[src/rtl/product_accumulator.sv]
`default_nettype none
// ============================================================================
// Module   : product_accumulator
// Brief    : Saturating 40-bit block accumulator behind the 16x16 multiplier.
//            Sums a programmable number of products, then holds the sum on a
//            valid/ready output until it is taken.
// Revision : 1.0 - initial release
// ============================================================================
module product_accumulator #(
    parameter int PROD_W = 32,
    parameter int ACC_W  = 40,
    parameter int LEN_W  = 16
) (
    input  logic              clk,
    input  logic              rst_n,
    input  logic [PROD_W-1:0] product,
    input  logic              in_valid,
    output logic              in_ready,
    input  logic [LEN_W-1:0]  len,
    input  logic              clear,
    output logic [ACC_W-1:0]  acc_out,
    output logic              out_valid,
    input  logic              out_ready,
    output logic              overflow
);

    typedef enum logic [0:0] {
        ST_ACCUM = 1'b0,
        ST_HOLD  = 1'b1
    } state_t;

    state_t             r_state;
    logic [ACC_W-1:0]   r_acc;
    logic [LEN_W-1:0]   r_count;
    logic [LEN_W-1:0]   r_len_q;
    logic               r_out_valid;
    logic               r_overflow;

    logic               w_accept;
    logic [LEN_W-1:0]   w_len_eff;
    logic [LEN_W-1:0]   w_target;
    logic [ACC_W:0]     w_sum;
    logic               w_last;

    assign in_ready  = (r_state == ST_ACCUM) & rst_n;
    assign w_accept  = in_valid & in_ready & ~clear;

    // A zero length would never terminate the block, so it counts as one.
    assign w_len_eff = (len == '0) ? LEN_W'(1) : len;
    assign w_target  = (r_count == '0) ? w_len_eff : r_len_q;
    assign w_sum     = {1'b0, r_acc} + {{(ACC_W - PROD_W + 1){1'b0}}, product};
    assign w_last    = ({1'b0, r_count} + (LEN_W + 1)'(1)) == {1'b0, w_target};

    always_ff @(posedge clk) begin
        if (!rst_n) begin
            r_state     <= ST_ACCUM;
            r_acc       <= '0;
            r_count     <= '0;
            r_len_q     <= '0;
            r_out_valid <= 1'b0;
            r_overflow  <= 1'b0;
        end else if (clear) begin
            r_state     <= ST_ACCUM;
            r_acc       <= '0;
            r_count     <= '0;
            r_out_valid <= 1'b0;
            r_overflow  <= 1'b0;
        end else begin
            case (r_state)
                ST_ACCUM: begin
                    if (w_accept) begin
                        if (r_count == '0) begin
                            r_len_q <= w_len_eff;
                        end
                        // Clamp on carry-out; overflow stays set for the block.
                        if (w_sum[ACC_W]) begin
                            r_acc      <= '1;
                            r_overflow <= 1'b1;
                        end else begin
                            r_acc <= w_sum[ACC_W-1:0];
                        end
                        if (w_last) begin
                            r_state     <= ST_HOLD;
                            r_out_valid <= 1'b1;
                            r_count     <= '0;
                        end else begin
                            r_count <= r_count + LEN_W'(1);
                        end
                    end
                end
                ST_HOLD: begin
                    if (r_out_valid && out_ready) begin
                        r_state     <= ST_ACCUM;
                        r_out_valid <= 1'b0;
                        r_acc       <= '0;
                        r_overflow  <= 1'b0;
                    end
                end
                default: begin
                    r_state <= ST_ACCUM;
                end
            endcase
        end
    end

    assign acc_out   = r_acc;
    assign out_valid = r_out_valid;
    assign overflow  = r_overflow;

endmodule
`default_nettype wire
[config.mk]
export PLATFORM = sky130hd
export DESIGN_NAME = product_accumulator
export DESIGN_NICKNAME = d
export VERILOG_FILES = /design/src/rtl/product_accumulator.sv
export SDC_FILE = /design/constraint.sdc
export NUM_CORES = 1
export LEC_CHECK = 0
export BUFFER_PORTS_ARGS = -buffer_cell sky130_fd_sc_hd__buf_2
export CORE_ASPECT_RATIO = 1.75
export CORE_MARGIN = 5
export CORE_UTILIZATION = 30
export DETAILED_ROUTE_END_ITERATION = 7
export GPL_TIMING_DRIVEN = 0
export PLACE_DENSITY = 0.52
export SYNTH_ARGS = -nofsm -noshare
export SYNTH_HDL_FRONTEND = slang
export SYNTH_SLANG_ARGS = --single-unit
export TNS_END_PERCENT = 20
[constraint.sdc]
create_clock -name clk -period 9.1 [get_ports clk]
set_clock_uncertainty 0.05 [all_clocks]
set_input_delay 1.365 -clock clk [delete_from_list [all_inputs] [get_ports clk]]
set_output_delay 1.365 -clock clk [all_outputs]
set_load 0.005 [all_outputs]
=== After elaboration in Yosys (flattened, before gate mapping) ===
Index checks and enable logic that the tools add are counted.

* Bits in registers: 75
* Logic and storage cells: 47
* Input port bits: 53
* Output and inout bits: 43

* Eq/ne operators: 5
* Multiplexer cells: 18
* Add/sub/neg operators: 3
* Reductions and logical operators: 9
* Bitwise operators: 6

{| class="wikitable"
|+ Operator list
! operator !! count
|-
| $mux 40 || 3
|-
| $pmux 40 s2 || 1
|-
| $mux 16 || 3
|-
| $add 40x32->41 || 1
|-
| $logic_not 16->1 || 2
|-
| $add 16x1->17 const B || 1
|-
| $eq 17x16->1 || 1
|-
| $add 16x1->16 const B || 1
|-
| $reduce_and 3->1 || 3
|-
| $mux 1 || 8
|-
| $ne 2x2->1 const B || 3
|-
| $pmux 1 s2 || 3
|-
| $reduce_and 2->1 || 2
|-
| $and 1x1->1 || 3
|-
| $not 1->1 || 3
|-
| $ne 2x1->1 const B || 1
|-
| $reduce_or 2->1 || 1
|-
| $logic_and 1x1->1 || 1
|}

=== Depth between registers and ports, before layout ===
* Word-level depth: 7
* Mapped depth: 13
* Mapped depth without buffers: 10

=== Worst setup path after synthesis ===
OpenSTA, ideal clock, no wires.

* Path kind: input to register
* Start: input product[0]
* End: register r_acc[37] (netlist: acc_out[37])
* Data required time: 8928 ps
* Data arrival time: 3943 ps
* Slack: 4986 ps
* Setup time: 122 ps
* Cell stages on the path: 10
* Path buffers: 0
* Cell sequence: ha_1 -> fa_1 -> a211o_1 -> a311o_1 -> nand4_1 -> a31oi_1 -> a311oi_2 -> nor3_2 -> a31o_2 -> a221o_1

* Word-level cells in the longest chain between the ends: 4

{| class="wikitable"
|+ Ends and longest elaborated chain
! element !! RTL line !! text
|-
| start, declared || 16 || <nowiki>input logic [PROD_W-1:0] product,</nowiki>
|-
| $add 40x32->41 || 51 || <nowiki>assign w_sum = {1'b0, r_acc} + {{(ACC_W - PROD_W + 1){1'b0}}, product};</nowiki>
|-
| $mux 40 || 76 || <nowiki>if (w_sum[ACC_W]) begin</nowiki>
|-
| $mux 40 || 71 || <nowiki>if (w_accept) begin</nowiki>
|-
| $pmux 40 s2 || 69 || <nowiki>case (r_state)</nowiki>
|-
| end signal, assigned || 80 || <nowiki>r_acc <= w_sum[ACC_W-1:0];</nowiki>
|-
| end, declared || 33 || <nowiki>logic [ACC_W-1:0] r_acc;</nowiki>
|}

Every way passes these cells. The select of a mux whose other input is x is not followed.
A chain may end at the register's enable or synchronous reset.

=== Final worst setup path ===
* Start: input product[12]
* End: register r_acc[28] (netlist: acc_out[28])

The elaborated chain is that of the path after synthesis.

==> flow_summary.toml <==
[run_status]
outcome = "finished clean"

[sta]
rsz0062_at_grt = "false"
max_freq_mhz = 212
whs_ns = 0.405
min_period_ns = 4.73
slew_headroom_pct = 36.5
setup_violations = 0
min_period_over_period_pct = 51.9
hold_viol = 0
setup-tns-final_ns = 0
slew_viol_final = 0
tightest_slew_ns = 0.948

[power]
vdd_ir_drop_max_mv = 0.0910
swShare_pct = 29.5
clkPwrFrac_pct = 39.5
power.density_nw_per_um2 = 131
pwr-share-seq_pct = 41.0
p_leak_nw = 3.01
combPwrFrac_pct = 19.5
switchingPower_uw = 251
power.internal_uw = 600

[clock_network]
ctsHoldBuffers = 0
cts_setup_buffers = 0
htree_levels = 3
clk_pin_slew_worst_paths_ns = 0.07
ctsResizeCount = 0
clockRootBuffer = "clkbuf_16"
cts_made_buffers = 9
clock_latency_ns = 0.34
clockBufferDepth = 2
cts_tree = "built"
clock-sinks = 75

[floorplanning]
rows = 65
fp.coreArea_um2 = 18100
initial_core_util_pct = 30.4
die_h_um = 189
ios = 96
die_area_um2 = 21200
die_w_um = 112

[global_routing]
grt_antenna_before_repair = 0
grt_pass1_vias = 5566
overflow = 0
grt_use_total_pct = 17.3
grt_max_degree = 12
grt_first_pass_wirelength_mm = 29.0

[cells_and_area]
drive_above_1_share_pct = 16.9
num_antenna_cells = 0
area_growth_pct = 18.8
final_nets = 895
fill_cells = 1989

[yosys]
synthArstFlopShare_pct = 0
syn_inst = 701
yosysSeqAreaShare_pct = 27.4
synth_flop_cell = "dfxtp_1"
yosys_warnings = 0
syn_nets = 789
ys_seq_elements = 75
syn-cell-area_um2 = 5490
syn_avg_cell_area_um2 = 7.83
synth.distinct_cells = 63
synth-edff-count = 0

[detailed_routing]
routedWlPerCell_um = 17.6
drt_first_pass_iters = 4
ant_nets = 0
routed-via-count = 5521
drt_iter0_drc = 201
routed_wl_mm = 18.4
drc = 0
viasPerCell = 5.28

[placement]
port_buffers = 95
place_congestion = 0.881
dp_hpwl_mm = 14.6

[critical_path]
crit_fanout = 10
critical_path_class = "input port to register"
end_kind = "register"
arrival_ns = 4.96
start_kind = "input port"
cp_data_required_time_ns = 9.33

[job]
drv_cap = 0

[min_path]
min_path_type = "register to register"
## synthesized netlist by cell type, drive strengths merged (3+ instances only)
master  count  area share (%)
a211o       6            0.96
a211oi      3            0.41
a21o       19             2.6
a21oi      49             4.5
a22o        9             1.4
a22oi       4            0.55
a311oi      7             1.2
a31o        4            0.64
a31oi       8            0.91
and2        7            0.80
and3       18             2.1
and4        6            0.96
buf        12             1.4
clkbuf     29             2.0
dfxtp      75              27
ha         34             7.8
inv        12            0.82
mux2i      12             2.2
nand2     108             7.4
nand3      28             2.6
nand4      13             1.8
nor2       33             2.3
nor2b       5            0.57
nor3       32             3.1
nor3b       3            0.41
nor4        8             1.5
o21a        7            0.96
o21ai      51             4.7
o21bai      3            0.41
o22ai       4            0.46
o31ai       6            0.91
or2         5            0.57
or3         4            0.46
xnor2      34             5.4
xor2       18             2.9
## power by group through the flow
stage	logic, mW	registers (mW)	clock network [mW]
after floorplan	0.112	0.355	0
after global placement	0.165	0.356	0
after detailed placement	0.165	0.356	0
after CTS	0.167	0.349	0.346
after global routing	0.184	0.350	0.360
final	0.166	0.349	0.336
## metrics by stage
stage	power, mW	instances	util, %	worst slack (ns)	cell area, µm²
2_1_floorplan	0.466	701	-	4.99	5490
3_3_place_gp	0.521	1030	34.6	4.04	6250
3_5_place_dp	0.521	1030	34.6	4.04	6250
4_1_cts	0.861	1045	36.1	4.39	6520
5_1_grt	0.894	1045	36.1	4.16	6520
6_report	0.851	1045	36.1	4.37	6520
## cell usage in the layout (no fill, tap or decap), types with 6 or more instances in the layout
| master | count |
|---|---|
| inv_1 | 12 |
| a31oi_1 | 8 |
| and4_1 | 6 |
| xor2_1 | 18 |
| clkbuf_16 | 9 |
| a21oi_1 | 49 |
| nand3_1 | 28 |
| xnor2_1 | 34 |
| nor4_1 | 6 |
| o21a_1 | 7 |
| a22o_1 | 9 |
| o21ai_0 | 50 |
| clkbuf_1 | 31 |
| nor3_1 | 30 |
| nor2_1 | 33 |
| nand2_1 | 108 |
| nand4_1 | 12 |
| mux2i_1 | 12 |
| a211o_1 | 6 |
| ha_1 | 34 |
| and3_1 | 18 |
| and2_1 | 7 |
| a311oi_1 | 6 |
| buf_2 | 104 |
| dfxtp_1 | 75 |
| a21o_1 | 19 |
## sequential cells by signal, indices dropped and copies added, names as in the netlist
signal     count
overflow       1
r_count       16
r_len_q       16
out_valid      1
r_state        1
acc_out       40
## final cells by class
type / instances / area (µm²) / area share, %
multi-input combinational: 573 / 3760 / 57.6
inverter: 12 / 45.0 / 0.691
tap: 234 / 293 / 4.49
timing repair buffer: 95 / 475 / 7.30
clock inverter: 3 / 15.0 / 0.230
buffer: 41 / 184 / 2.82
sequential: 75 / 1500 / 23.0
clock buffer: 12 / 246 / 3.78
## critical path, cell delays in order
cell and delay [ns]:
buf_2 0.10, ha_1 0.26, buf_2 0.17, nand4_1 0.18, nor3_1 0.26, nand4_1 0.27, a31oi_1 0.41, a311oi_2 0.24
nor3_2 0.83, clkbuf_1 0.57, o21ai_0 0.21, nand2_1 0.10
## path summary, 6_finish.rpt
kind               start     endpoint  slack, ns  depth (start not counted)
max          product[12]  acc_out[28]       4.37                         12
min          acc_out[19]  acc_out[19]       0.40                          2
max reg2reg   acc_out[0]  acc_out[28]       5.16                         11
min reg2reg  acc_out[19]  acc_out[19]       0.40                          2
## cell families (layout without fill, tap and decap cells)
family / Yosys count / count (layout) / share of synthesized area (%)
fa+ha+maj: 35 / 35 / 8.12
buf+inv: 53 / 163 / 4.17
xor+xnor: 54 / 54 / 9.12
compound gates: 195 / 195 / 23.2
simple gates: 276 / 276 / 25.4
flops: 75 / 75 / 27.4
mux: 13 / 13 / 2.60
## layer usage
layer	share of wire (%)	GRT usage (%)	vias to the layer above
met5	0	0	-
met4	3.9	7.96	0
met3	3.4	3.20	35
met2	56	34.0	120
met1	36	17.1	2594
li1	-	-	2772
Note: power is estimated with default switching activity, not from simulation.
